<file path="src/rtl/alu_seq_pkg.sv">
// Shared definitions for the handshaked sequential ALU.
// Opcodes, op-class encoding, compare result codes and FSM states.
package alu_seq_pkg;
  localparam logic [3:0] OP_ADD  = 4'h0;
  localparam logic [3:0] OP_SUB  = 4'h1;
  localparam logic [3:0] OP_MUL  = 4'h2;
  localparam logic [3:0] OP_DIV  = 4'h3;
  localparam logic [3:0] OP_AND  = 4'h4;
  localparam logic [3:0] OP_OR   = 4'h5;
  localparam logic [3:0] OP_NAND = 4'h6;
  localparam logic [3:0] OP_NOR  = 4'h7;
  localparam logic [3:0] OP_NOP  = 4'h8;
  localparam logic [3:0] OP_EQ   = 4'h9;
  localparam logic [3:0] OP_GT   = 4'hA;
  localparam logic [3:0] OP_LT   = 4'hB;
  localparam logic [3:0] OP_SHR  = 4'hC;
  localparam logic [3:0] OP_SHL  = 4'hD;
  localparam logic [3:0] OP_SRA  = 4'hE;
  localparam logic [3:0] OP_ROL  = 4'hF;

  // Op class is the opcode's top two bits.
  typedef enum logic [1:0] {CLS_ARITH, CLS_LOGIC, CLS_CMP, CLS_SHIFT} cls_e;

  localparam logic CMP_FALSE = 1'b0;
  localparam logic CMP_TRUE  = 1'b1;

  typedef enum logic [1:0] {ST_IDLE, ST_CALC, ST_DONE} state_e;

  function automatic cls_e op_class(input logic [3:0] op);
    return cls_e'(op[3:2]);
  endfunction

  // Flag vector order: {SHIFT, CMP, LOGIC, ARITH}
  function automatic logic [3:0] cls_onehot(input cls_e c);
    return 4'b0001 << c;
  endfunction
endpackage

</file>
<file path="src/rtl/alu_iter_muldiv.sv">
// Iterative unsigned multiply (shift-add) and restoring divide.
// Ports: i_clk, i_rst (async high), i_start (load operands), i_is_div,
//        i_a, i_b (operands), o_done (final iteration this cycle),
//        o_result (2*WIDTH; valid when o_done: product or {rem, quot}).
// o_result carries the value being written on the last iteration edge so the
// caller can capture it on that same edge.
module alu_iter_muldiv #(
  parameter int WIDTH = 16
) (
  input  logic               i_clk,
  input  logic               i_rst,
  input  logic               i_start,
  input  logic               i_is_div,
  input  logic [WIDTH-1:0]   i_a,
  input  logic [WIDTH-1:0]   i_b,
  output logic               o_done,
  output logic [2*WIDTH-1:0] o_result
);
  localparam int CW = $clog2(WIDTH) + 1;
  localparam logic [CW-1:0] LAST = CW'(WIDTH - 1);

  logic             r_busy, r_div;
  logic [CW-1:0]    r_cnt;
  logic [WIDTH-1:0] r_hi, r_lo, r_m;   // {r_hi,r_lo}: product / {rem,quot}

  logic [WIDTH:0]   w_sum, w_sh, w_diff;
  logic             w_ge;
  logic [WIDTH-1:0] w_hi_nx, w_lo_nx;

  always_comb begin
    // mul: add multiplicand when multiplier LSB set, shift pair right
    w_sum  = {1'b0, r_hi} + {1'b0, {WIDTH{r_lo[0]}} & r_m};
    // div: shift pair left, trial-subtract divisor from partial remainder
    w_sh   = {r_hi, r_lo[WIDTH-1]};
    w_ge   = (w_sh >= {1'b0, r_m});
    w_diff = w_sh - {1'b0, r_m};
    if (r_div) begin
      w_hi_nx = w_ge ? w_diff[WIDTH-1:0] : w_sh[WIDTH-1:0];
      w_lo_nx = {r_lo[WIDTH-2:0], w_ge};
    end else begin
      w_hi_nx = w_sum[WIDTH:1];
      w_lo_nx = {w_sum[0], r_lo[WIDTH-1:1]};
    end
  end

  assign o_done   = r_busy && (r_cnt == LAST);
  assign o_result = {w_hi_nx, w_lo_nx};

  always_ff @(posedge i_clk or posedge i_rst) begin
    if (i_rst) begin
      r_busy <= 1'b0;
      r_div  <= 1'b0;
      r_cnt  <= '0;
      r_hi   <= '0;
      r_lo   <= '0;
      r_m    <= '0;
    end else if (i_start) begin
      r_busy <= 1'b1;
      r_div  <= i_is_div;
      r_cnt  <= '0;
      r_hi   <= '0;
      r_lo   <= i_is_div ? i_a : i_b;
      r_m    <= i_is_div ? i_b : i_a;
    end else if (r_busy) begin
      r_hi   <= w_hi_nx;
      r_lo   <= w_lo_nx;
      r_cnt  <= r_cnt + CW'(1);
      if (o_done) r_busy <= 1'b0;
    end
  end
endmodule

</file>
<file path="src/rtl/alu_seq_top.sv">
// Handshaked ALU: one op per IN_VALID/IN_READY transfer, result held until
// OUT_VALID/OUT_READY. Single-cycle ops register in one cycle; mul/div
// iterate WIDTH cycles in alu_iter_muldiv.
// Ports: CLK_TOP, RST_TOP (async high); IN_VALID/IN_READY, A_IN, B_IN,
//        ALU_FUN; OUT_VALID/OUT_READY, RESULT (2*WIDTH), CARRY_OUT,
//        ARITH/LOGIC/CMP/SHIFT_Flag (one-hot class), DIV_BY_ZERO.
module alu_seq_top
  import alu_seq_pkg::*;
#(
  parameter int WIDTH   = 16,
  parameter int SHAMT_W = $clog2(WIDTH)
) (
  input  logic               CLK_TOP,
  input  logic               RST_TOP,
  input  logic               IN_VALID,
  output logic               IN_READY,
  input  logic [WIDTH-1:0]   A_IN,
  input  logic [WIDTH-1:0]   B_IN,
  input  logic [3:0]         ALU_FUN,
  output logic               OUT_VALID,
  input  logic               OUT_READY,
  output logic [2*WIDTH-1:0] RESULT,
  output logic               CARRY_OUT,
  output logic               ARITH_Flag,
  output logic               LOGIC_Flag,
  output logic               CMP_Flag,
  output logic               SHIFT_Flag,
  output logic               DIV_BY_ZERO
);
  state_e             r_state;
  logic               r_valid, r_cy, r_dz;
  logic [2*WIDTH-1:0] r_result;
  logic [3:0]         r_flags;

  logic               w_acc, w_is_md, w_dz, w_cy, w_md_done;
  logic [SHAMT_W-1:0] w_sh;
  logic [2*WIDTH-1:0] w_res, w_rol2, w_md_res;

  assign IN_READY = !RST_TOP &&
                    (r_state == ST_IDLE || (r_state == ST_DONE && OUT_READY));
  assign w_acc    = IN_VALID && IN_READY;
  assign w_is_md  = (ALU_FUN == OP_MUL) || (ALU_FUN == OP_DIV);
  assign w_dz     = (ALU_FUN == OP_DIV) && (B_IN == '0);
  assign w_sh     = B_IN[SHAMT_W-1:0];
  assign w_rol2   = {A_IN, A_IN} << w_sh;   // upper half is the rotate

  always_comb begin
    w_res = '0;
    w_cy  = 1'b0;
    case (ALU_FUN)
      OP_ADD:  {w_cy, w_res[WIDTH-1:0]} = {1'b0, A_IN} + {1'b0, B_IN};
      OP_SUB:  begin
                 w_res[WIDTH-1:0] = A_IN - B_IN;
                 w_cy             = (A_IN < B_IN);
               end
      OP_AND:  w_res[WIDTH-1:0] = A_IN & B_IN;
      OP_OR:   w_res[WIDTH-1:0] = A_IN | B_IN;
      OP_NAND: w_res[WIDTH-1:0] = ~(A_IN & B_IN);
      OP_NOR:  w_res[WIDTH-1:0] = ~(A_IN | B_IN);
      OP_EQ:   w_res[0] = (A_IN == B_IN) ? CMP_TRUE : CMP_FALSE;
      OP_GT:   w_res[0] = (A_IN >  B_IN) ? CMP_TRUE : CMP_FALSE;
      OP_LT:   w_res[0] = (A_IN <  B_IN) ? CMP_TRUE : CMP_FALSE;
      OP_SHR:  w_res[WIDTH-1:0] = A_IN >> w_sh;
      OP_SHL:  w_res[WIDTH-1:0] = A_IN << w_sh;
      OP_SRA:  w_res[WIDTH-1:0] = $signed(A_IN) >>> w_sh;
      OP_ROL:  w_res[WIDTH-1:0] = w_rol2[2*WIDTH-1:WIDTH];
      OP_MUL, OP_DIV, OP_NOP: ;
      default: ;
    endcase
  end

  alu_iter_muldiv #(.WIDTH(WIDTH)) u_muldiv (
    .i_clk    (CLK_TOP),
    .i_rst    (RST_TOP),
    .i_start  (w_acc && w_is_md && !w_dz),
    .i_is_div (ALU_FUN == OP_DIV),
    .i_a      (A_IN),
    .i_b      (B_IN),
    .o_done   (w_md_done),
    .o_result (w_md_res)
  );

  always_ff @(posedge CLK_TOP or posedge RST_TOP) begin
    if (RST_TOP) begin
      r_state  <= ST_IDLE;
      r_valid  <= 1'b0;
      r_result <= '0;
      r_cy     <= 1'b0;
      r_flags  <= '0;
      r_dz     <= 1'b0;
    end else begin
      case (r_state)
        ST_CALC: if (w_md_done) begin
          r_state  <= ST_DONE;
          r_valid  <= 1'b1;
          r_result <= w_md_res;
          r_cy     <= 1'b0;
          r_flags  <= cls_onehot(CLS_ARITH);
          r_dz     <= 1'b0;
        end
        default: if (w_acc) begin
          if (w_is_md && !w_dz) begin
            // previous outputs stay on the bus, just not valid
            r_state <= ST_CALC;
            r_valid <= 1'b0;
          end else begin
            r_state  <= ST_DONE;
            r_valid  <= 1'b1;
            r_result <= w_dz ? {A_IN, {WIDTH{1'b1}}} : w_res;
            r_cy     <= w_cy;
            r_flags  <= cls_onehot(op_class(ALU_FUN));
            r_dz     <= w_dz;
          end
        end else if (r_state == ST_DONE && OUT_READY) begin
          r_state <= ST_IDLE;
          r_valid <= 1'b0;
        end
      endcase
    end
  end

  assign OUT_VALID   = r_valid;
  assign RESULT      = r_result;
  assign CARRY_OUT   = r_cy;
  assign DIV_BY_ZERO = r_dz;
  assign ARITH_Flag  = r_flags[0];
  assign LOGIC_Flag  = r_flags[1];
  assign CMP_Flag    = r_flags[2];
  assign SHIFT_Flag  = r_flags[3];
endmodule

</file>
<file path="config.mk">
export PLATFORM = sky130hd
export DESIGN_NAME = alu_seq_top
export DESIGN_NICKNAME = d
export VERILOG_FILES = /design/src/rtl/alu_seq_pkg.sv /design/src/rtl/alu_iter_muldiv.sv /design/src/rtl/alu_seq_top.sv
export SDC_FILE = /design/constraint.sdc
export NUM_CORES = 1
export LEC_CHECK = 0
export ABC_AREA = 1
export BUFFER_PORTS_ARGS = -buffer_cell sky130_fd_sc_hd__buf_2
export CORE_MARGIN = 2
export CORE_UTILIZATION = 30
export CTS_BUF_LIST = sky130_fd_sc_hd__clkbuf_8
export DETAILED_ROUTE_END_ITERATION = 8
export GPL_ROUTABILITY_DRIVEN = 0
export SETUP_SLACK_MARGIN = 0.05
export SKIP_CTS_REPAIR_TIMING = 1
export SLEW_MARGIN = 5
export SYNTH_ARGS = -nofsm -noshare
export SYNTH_HDL_FRONTEND = slang
export SYNTH_HIERARCHICAL = 1
export SYNTH_SLANG_ARGS = --single-unit
</file>
<file path="constraint.sdc">
create_clock -name CLK_TOP -period 3.9 [get_ports CLK_TOP]
set_input_delay 0.195 -clock CLK_TOP [delete_from_list [all_inputs] [get_ports CLK_TOP]]
set_output_delay 0.195 -clock CLK_TOP [all_outputs]
set_load 0.1 [all_outputs]
</file>
======== Word level (Yosys, flattened, before mapping) ========
Index checks and enable logic that the tools add are counted.
word-level totals
  flip-flop bits (word level) ............. 96
  bits in latches ......................... 0
  bits in writable memories ............... 0
  bits in read-only memories .............. 0
  input port bits ......................... 40
  output and inout port bits .............. 40
  logic and storage cells ................. 116
  memories ................................ 0
operators by class
  $add $sub $neg .......................... 5
  multiply operators ...................... 0
  divide/modulo/power cells ............... 0
  magnitude comparators ................... 3
  equality and inequality tests ........... 20
  shift operators ......................... 5
  muxes and demuxes ....................... 46
  bitwise gates (word level) .............. 5
  reductions and logical operators ........ 20
operators with widths
  cell                number
  $mux 32             5
  $pmux 15 s10        1
  $mux 16             9
  $add 16x16->17      2
  $and 16x16->16      2
  $not 16->16         2
  $shl 32x4->32       1
  $sub 16x16->16      2
  $eq 4x4->1 const B  7
  $mux 1              18
  $ge 17x16->1        1
  $eq 16x16->1        1
  $eq 4x3->1 const B  4
  $gt 16x16->1        1
  $logic_not 16->1    1
  $lt 16x16->1        1
  $mux 4              4
  $or 16x16->16       1
  $shl 16x4->16       1
  $shr 16x4->16       1
  $sshr 16x4->16      1
  $pmux 1 s13         1
  $mux 2              5
  $mux 5              2
  other kinds (18)    30

======== Longest topological paths before layout ========
  depth in word-level cells ............... 8
  depth in mapped cells ................... 18
  mapped depth without buffers ............ 17

======== By module ========
Netlist, hierarchy kept.
by module, submodules not included
  module           instances  cells an instance  area an instance (µm²)  seq. area each (µm²)
  alu_seq_top      1          1217               6741.5                  1001.0
  alu_iter_muldiv  1          792                5127.4                  1376.3

======== Worst setup path after synthesis ========
Ideal clock, no wire load.
  kind .................................... register to register
  from .................................... register r_state[1]
  to ...................................... register u_muldiv.r_lo[10]
  library setup time ...................... 0.138 ns
  arrival time ............................ 3.587 ns
  required time ........................... 3.762 ns
  setup slack ............................. 0.174 ns
  cell stages (with the launch flop) ...... 11
  path buffers ............................ 2
  clock period less this slack ............ 3.726 ns
  cell sequence ........................... dfrtp_1 > a211oi_2 > nand2_1 > inv_2 > nand2_1 > inv_1 > clkbuf_1 > nor2_1 > inv_1 > clkbuf_1 > o221ai_1
between the ends
  word-level cells in the longest chain between the ends .. 8
  elaborated cells on any way between the ends .. 10
  classes of those cells .................. eq/ne (1); mux (1); reduce/logical (8)
RTL lines
  item                                          RTL line               text
  start, declared                               alu_seq_top.sv:30      state_e r_state;
  start signal, assigned                        alu_seq_top.sv:85      r_state <= ST_IDLE;
  start signal, assigned                        alu_seq_top.sv:94      r_state <= ST_DONE;
  start signal, assigned                        alu_seq_top.sv:104     r_state <= ST_CALC;
  $eq 2x2->1                                    alu_seq_top.sv:40      (r_state == ST_IDLE || (r_state == ST_DONE && OUT_READY));
  $logic_and 1x1->1                             alu_seq_top.sv:40
  $logic_or 1x1->1 *                            alu_seq_top.sv:40
  $logic_and 1x1->1 *                           alu_seq_top.sv:39      assign IN_READY = !RST_TOP &&
  net IN_READY                                  alu_seq_top.sv:16      output logic IN_READY,
  $logic_and 1x1->1 *                           alu_seq_top.sv:41      assign w_acc = IN_VALID && IN_READY;
  $logic_and 1x1->1 * (2 in series)             alu_seq_top.sv:75      .i_start (w_acc && w_is_md && !w_dz),
  $mux 16 or $reduce_bool 2->1 (tied branches)  n/a
  end signal, assigned                          alu_iter_muldiv.sv:62  r_lo <= i_is_div ? i_a : i_b;
  end signal, assigned                          alu_iter_muldiv.sv:66  r_lo <= w_lo_nx;
  end, declared                                 alu_iter_muldiv.sv:24  logic [WIDTH-1:0] r_hi, r_lo, r_m;
The timed path passes the listed nets; every way through them passes the cells marked *.
A chain may end at the register's enable or synchronous reset.

======== Worst setup path in the final report ========
  from .................................... register u_muldiv.r_lo[0]
  to ...................................... register r_result[24] (netlist: RESULT[24])
between the ends
  word-level cells in the longest chain between the ends .. 5
RTL lines
  item                  RTL line               text
  $and 16x16->16        alu_iter_muldiv.sv:32  w_sum = {1'b0, r_hi} + {1'b0, {WIDTH{r_lo[0]}} & r_m};
  $add 16x16->17        alu_iter_muldiv.sv:32
  $mux 16               alu_iter_muldiv.sv:37  if (r_div) begin
  net w_md_res[24]      alu_seq_top.sv:37      logic [2*WIDTH-1:0] w_res, w_rol2, w_md_res;
  $mux 32               alu_seq_top.sv:93      ST_CALC: if (w_md_done) begin
  $mux 32               alu_seq_top.sv:92      case (r_state)
  end signal, assigned  alu_seq_top.sv:96      r_result <= w_md_res;
  end signal, assigned  alu_seq_top.sv:109     r_result <= w_dz ? {A_IN, {WIDTH{1'b1}}} : w_res;
  end, declared         alu_seq_top.sv:32      logic [2*WIDTH-1:0] r_result;
The timed path passes the listed nets, and every way through them passes these cells. The select of a mux whose other input is x is not followed.

==> results.txt <==
Die Y - 202.9 µm
final worst path period need - 2.800 ns
Tot GR Track Use - 0.2331
I/O Pins - 80
Fin Hold WS - 0.1278 ns
Synth Warn # - 6
cell row count - 72
final layout net count - 2166
Initial Utilization - 0.3057
Num CTS Buffers - 9
register area share after synthesis - 0.2003
setup tns final - 0 ns
largest net degree at the start of global routing - 56
Finished Cell Area - 12870 µm²
RR Startpoint - u_muldiv/r_lo[0]$_DFFE_PP0P_
Worst setup SP type - register
setup violators final - 0
vias post-DR - 14.22k
Post-Syn Area - 11870 µm²
clk root buf - clkbuf_8
total power per unit cell area - 548.9 nW/µm²
Worst-Margin Slew - 1.144 ns
Mean Syn Cell Area - 5.908 µm²
Worst Path Required - 4.18 ns
Max Cap Viol - 0
Synth async-reset ratio - 1.000
DRC viols - 0
Detailed Route Iter0 Violations - 1618
clock-pin slew on the worst setup and hold paths - 0.11 ns
WP data arrival - 3.08 ns
core area - 38830 µm²
CTS tree - done
Max FO, Critical Path - 18
pre-CTS WS - 1.201 ns
number of enable-type register cells in the synthesized netlist - 0
clk_lat worst skew - 0.41 ns
total grt overflow - 0
ys flop type - dfrtp_1
relative slew slack - 0.2344
final wirelength - 48970 µm
period utilization - 0.7178
Crit. End Element - register
worst hold path depth - 4
CP max stage cell - dfrtp_1
Hold Path Class - in -> reg
HP Start - IN_VALID
CTS sink count - 95
most common cell after layout, fill and taps aside - nand2_1
setup slack, reg-to-reg - 1.10 ns
total die area - 41170 µm²
Cells after Synth - 2009
worst setup margin - 1.100 ns
H-tree level count - 3
status - finished clean
Yosys reg bits - 95
DR vias/cell - 5.551
first-pass GRT wire length - 74650 µm
antenna violations before repair - 2
Crit Path Category - reg -> reg
buffers added on ports - 79
Register-to-Register Path Depth - 13
Area after DPL - 12650 µm²
Util after Layout - 0.3316
Peak VDD IR - 231.7 µV
worst-path cell chain - nand2_1, inv_1, ha_1, nand2_1, nor2_1, nand3_1, nand3_1, nand2_1, nand2_1, nand2_1, and3_1, nand2_1, a31oi_1
Max Freq - 357.2 MHz
Clock Tree Buf Depth - 2
DRT antenna net count - 0
delay-heaviest family, CP - simple AND/OR/NAND/NOR gates
reg-to-reg endpoint - RESULT[24]$_DFFE_PP0P_
most frequent cells in the layout - 614 x nand2_1, 265 x nand3_1, 228 x inv_1
slowest stage delay, CP - 0.81 ns
Synth-to-Final Area Change - 8.465%
Static Leak - 6.732 nW
drt pass-1 iters - 8
Syn Nets - 2138
Post-DP HPWL - 38170 µm
chip width - 202.9 µm
Synth cell types - 50
layout cell share with drive strength beyond 1 - 0.09354
Setup Skew - 0.01573 ns
critical path's most frequent cell - nand2_1
filler cell count - 4319
Hold Vio Cnt, Final - 0
vias in the first global route - 12.79k
Critical path buffers and inverters - 1
Worst Hold End - r_state[0]$_DFFE_PP0P_
RSZ-0062 raised after global routing - no
post-DR wirelength/cell - 19.12 µm
Slew Limit Fails - 0
-- state kept, by name, summed over array words and instances (netlist names) --
register / count
u_muldiv/r_busy: 1
DIV_BY_ZERO: 1
r_state: 2
u_muldiv/r_lo: 16
u_muldiv/r_hi: 16
CARRY_OUT: 1
u_muldiv/r_m: 16
u_muldiv/r_div: 1
u_muldiv/r_cnt: 5
r_flags: 4
RESULT: 32
-- report_power, final --
group	total, mW	leakage (nW)	internal (mW)	switching, mW
clock network	0.739	0.105	0.312	0.427
logic	4.69	5.44	1.34	3.35
registers	1.64	1.18	1.30	0.336
-- final cells by class --
type / count / area, µm² / share of cell area
tap: 518 / 648.1 / 0.05035
clock inverter: 7 / 88.84 / 0.006901
inverter: 246 / 925.9 / 0.07192
antenna: 1 / 2.502 / 0.0001944
clock buffer: 9 / 123.9 / 0.009622
multi-input combinational: 1587 / 8167 / 0.6344
timing repair buffer: 98 / 540.5 / 0.04199
sequential: 95 / 2377 / 0.1847
-- Yosys cell counts (2+ instances only) --
library cell  count  area, µm²
o22ai_1          19      118.9
buf_4             4      30.03
o21ai_0         118      590.6
a211oi_1          2      15.01
nand3b_1          8      60.06
nand2_2          10      62.56
o211ai_1         17      127.6
and2_1           10      62.56
o21ai_1           8      40.04
nand2_4           4      45.04
buf_2            26      130.1
o21bai_1          5      37.54
xor2_1            4      35.03
nand3_1         265       1326
clkbuf_1         40      150.1
nand2_1         614       2305
or2_2             7      43.79
nor2_1          171      641.9
nand4_1          41      256.5
buf_6             5      56.30
nor3_1           13      65.06
a22oi_1           5      37.54
a21oi_1          99      495.5
inv_2            15      56.30
dfrtp_1          95       2377
xnor2_1           4      35.03
fa_1              4      80.08
a21boi_0          3      22.52
a31oi_1           7      43.79
and3_1            6      37.54
o221ai_1         10      87.58
inv_1           230      863.3
o21a_1            3      22.52
nor2_4            5      56.30
nand3_2          10      100.1
nor2_2            9      56.30
buf_1             4      15.01
or2_1             3      18.77
ha_1             85       1064
a21oi_2          11      96.34
-- through the flow --
| stage | instances | total power [mW] |
|---|---|---|
| finish | 2561 | 7.066 |
| global route | 2561 | 7.577 |
| CTS | 2559 | 6.960 |
| detailed placement | 2543 | 6.212 |
| global placement | 2543 | 6.182 |
| floorplan | 2009 | 5.058 |
-- logic make-up (layout without fill, tap and decap cells) --
group                      Yosys count  in the layout  share of synthesized area
xor gates and xnor gates             8              8                   0.005903
DFF                                 95             95                     0.2003
buffers and inverters              327            360                     0.1118
other                                0              1                          0
AOI/OAI and AO/OA                  311            311                     0.1500
and+or+nand+nor                   1179           1179                     0.4356
adders and majority gates           89             89                    0.09635
-- tightest hold or removal path: cells and delay by family --
| kind | cells | cell delay (ns) |
|---|---|---|
| AOI/OAI and AO/OA | 1 | 0.07 |
| buffers and inverters | 1 | 0.08 |
| and+or+nand+nor | 2 | 0.14 |
-- worst max-delay path by stage --
stage | start | end | slack (ns) | cells after the start
3_3_place_gp | u_muldiv/r_lo[0]$_DFFE_PP0P_ | RESULT[24]$_DFFE_PP0P_ | 1.16 | 13
4_1_cts | u_muldiv/r_lo[0]$_DFFE_PP0P_ | RESULT[29]$_DFFE_PP0P_ | 1.17 | 15
2_1_floorplan | r_state[1]$_DFFE_PP0P_ | u_muldiv/r_lo[10]$_DFFE_PP0P_ | 0.17 | 10
6_report | u_muldiv/r_lo[0]$_DFFE_PP0P_ | RESULT[24]$_DFFE_PP0P_ | 1.10 | 13
5_1_grt | u_muldiv/r_lo[0]$_DFFE_PP0P_ | RESULT[30]$_DFFE_PP0P_ | 0.95 | 14
3_5_place_dp | u_muldiv/r_lo[0]$_DFFE_PP0P_ | RESULT[29]$_DFFE_PP0P_ | 1.20 | 15
-- per-layer routing --
metal | global-route usage | wire (µm) | vias to the layer above
li1 | - | - | 6651
met1 | 0.3079 | 20470 | 6567
met2 | 0.3663 | 21590 | 852
met3 | 0.03146 | 3881 | 147
met4 | 0.1303 | 3027 | 0
met5 | 0 | 0 | -
No activity file was read; power rests on OpenSTA's default activity.
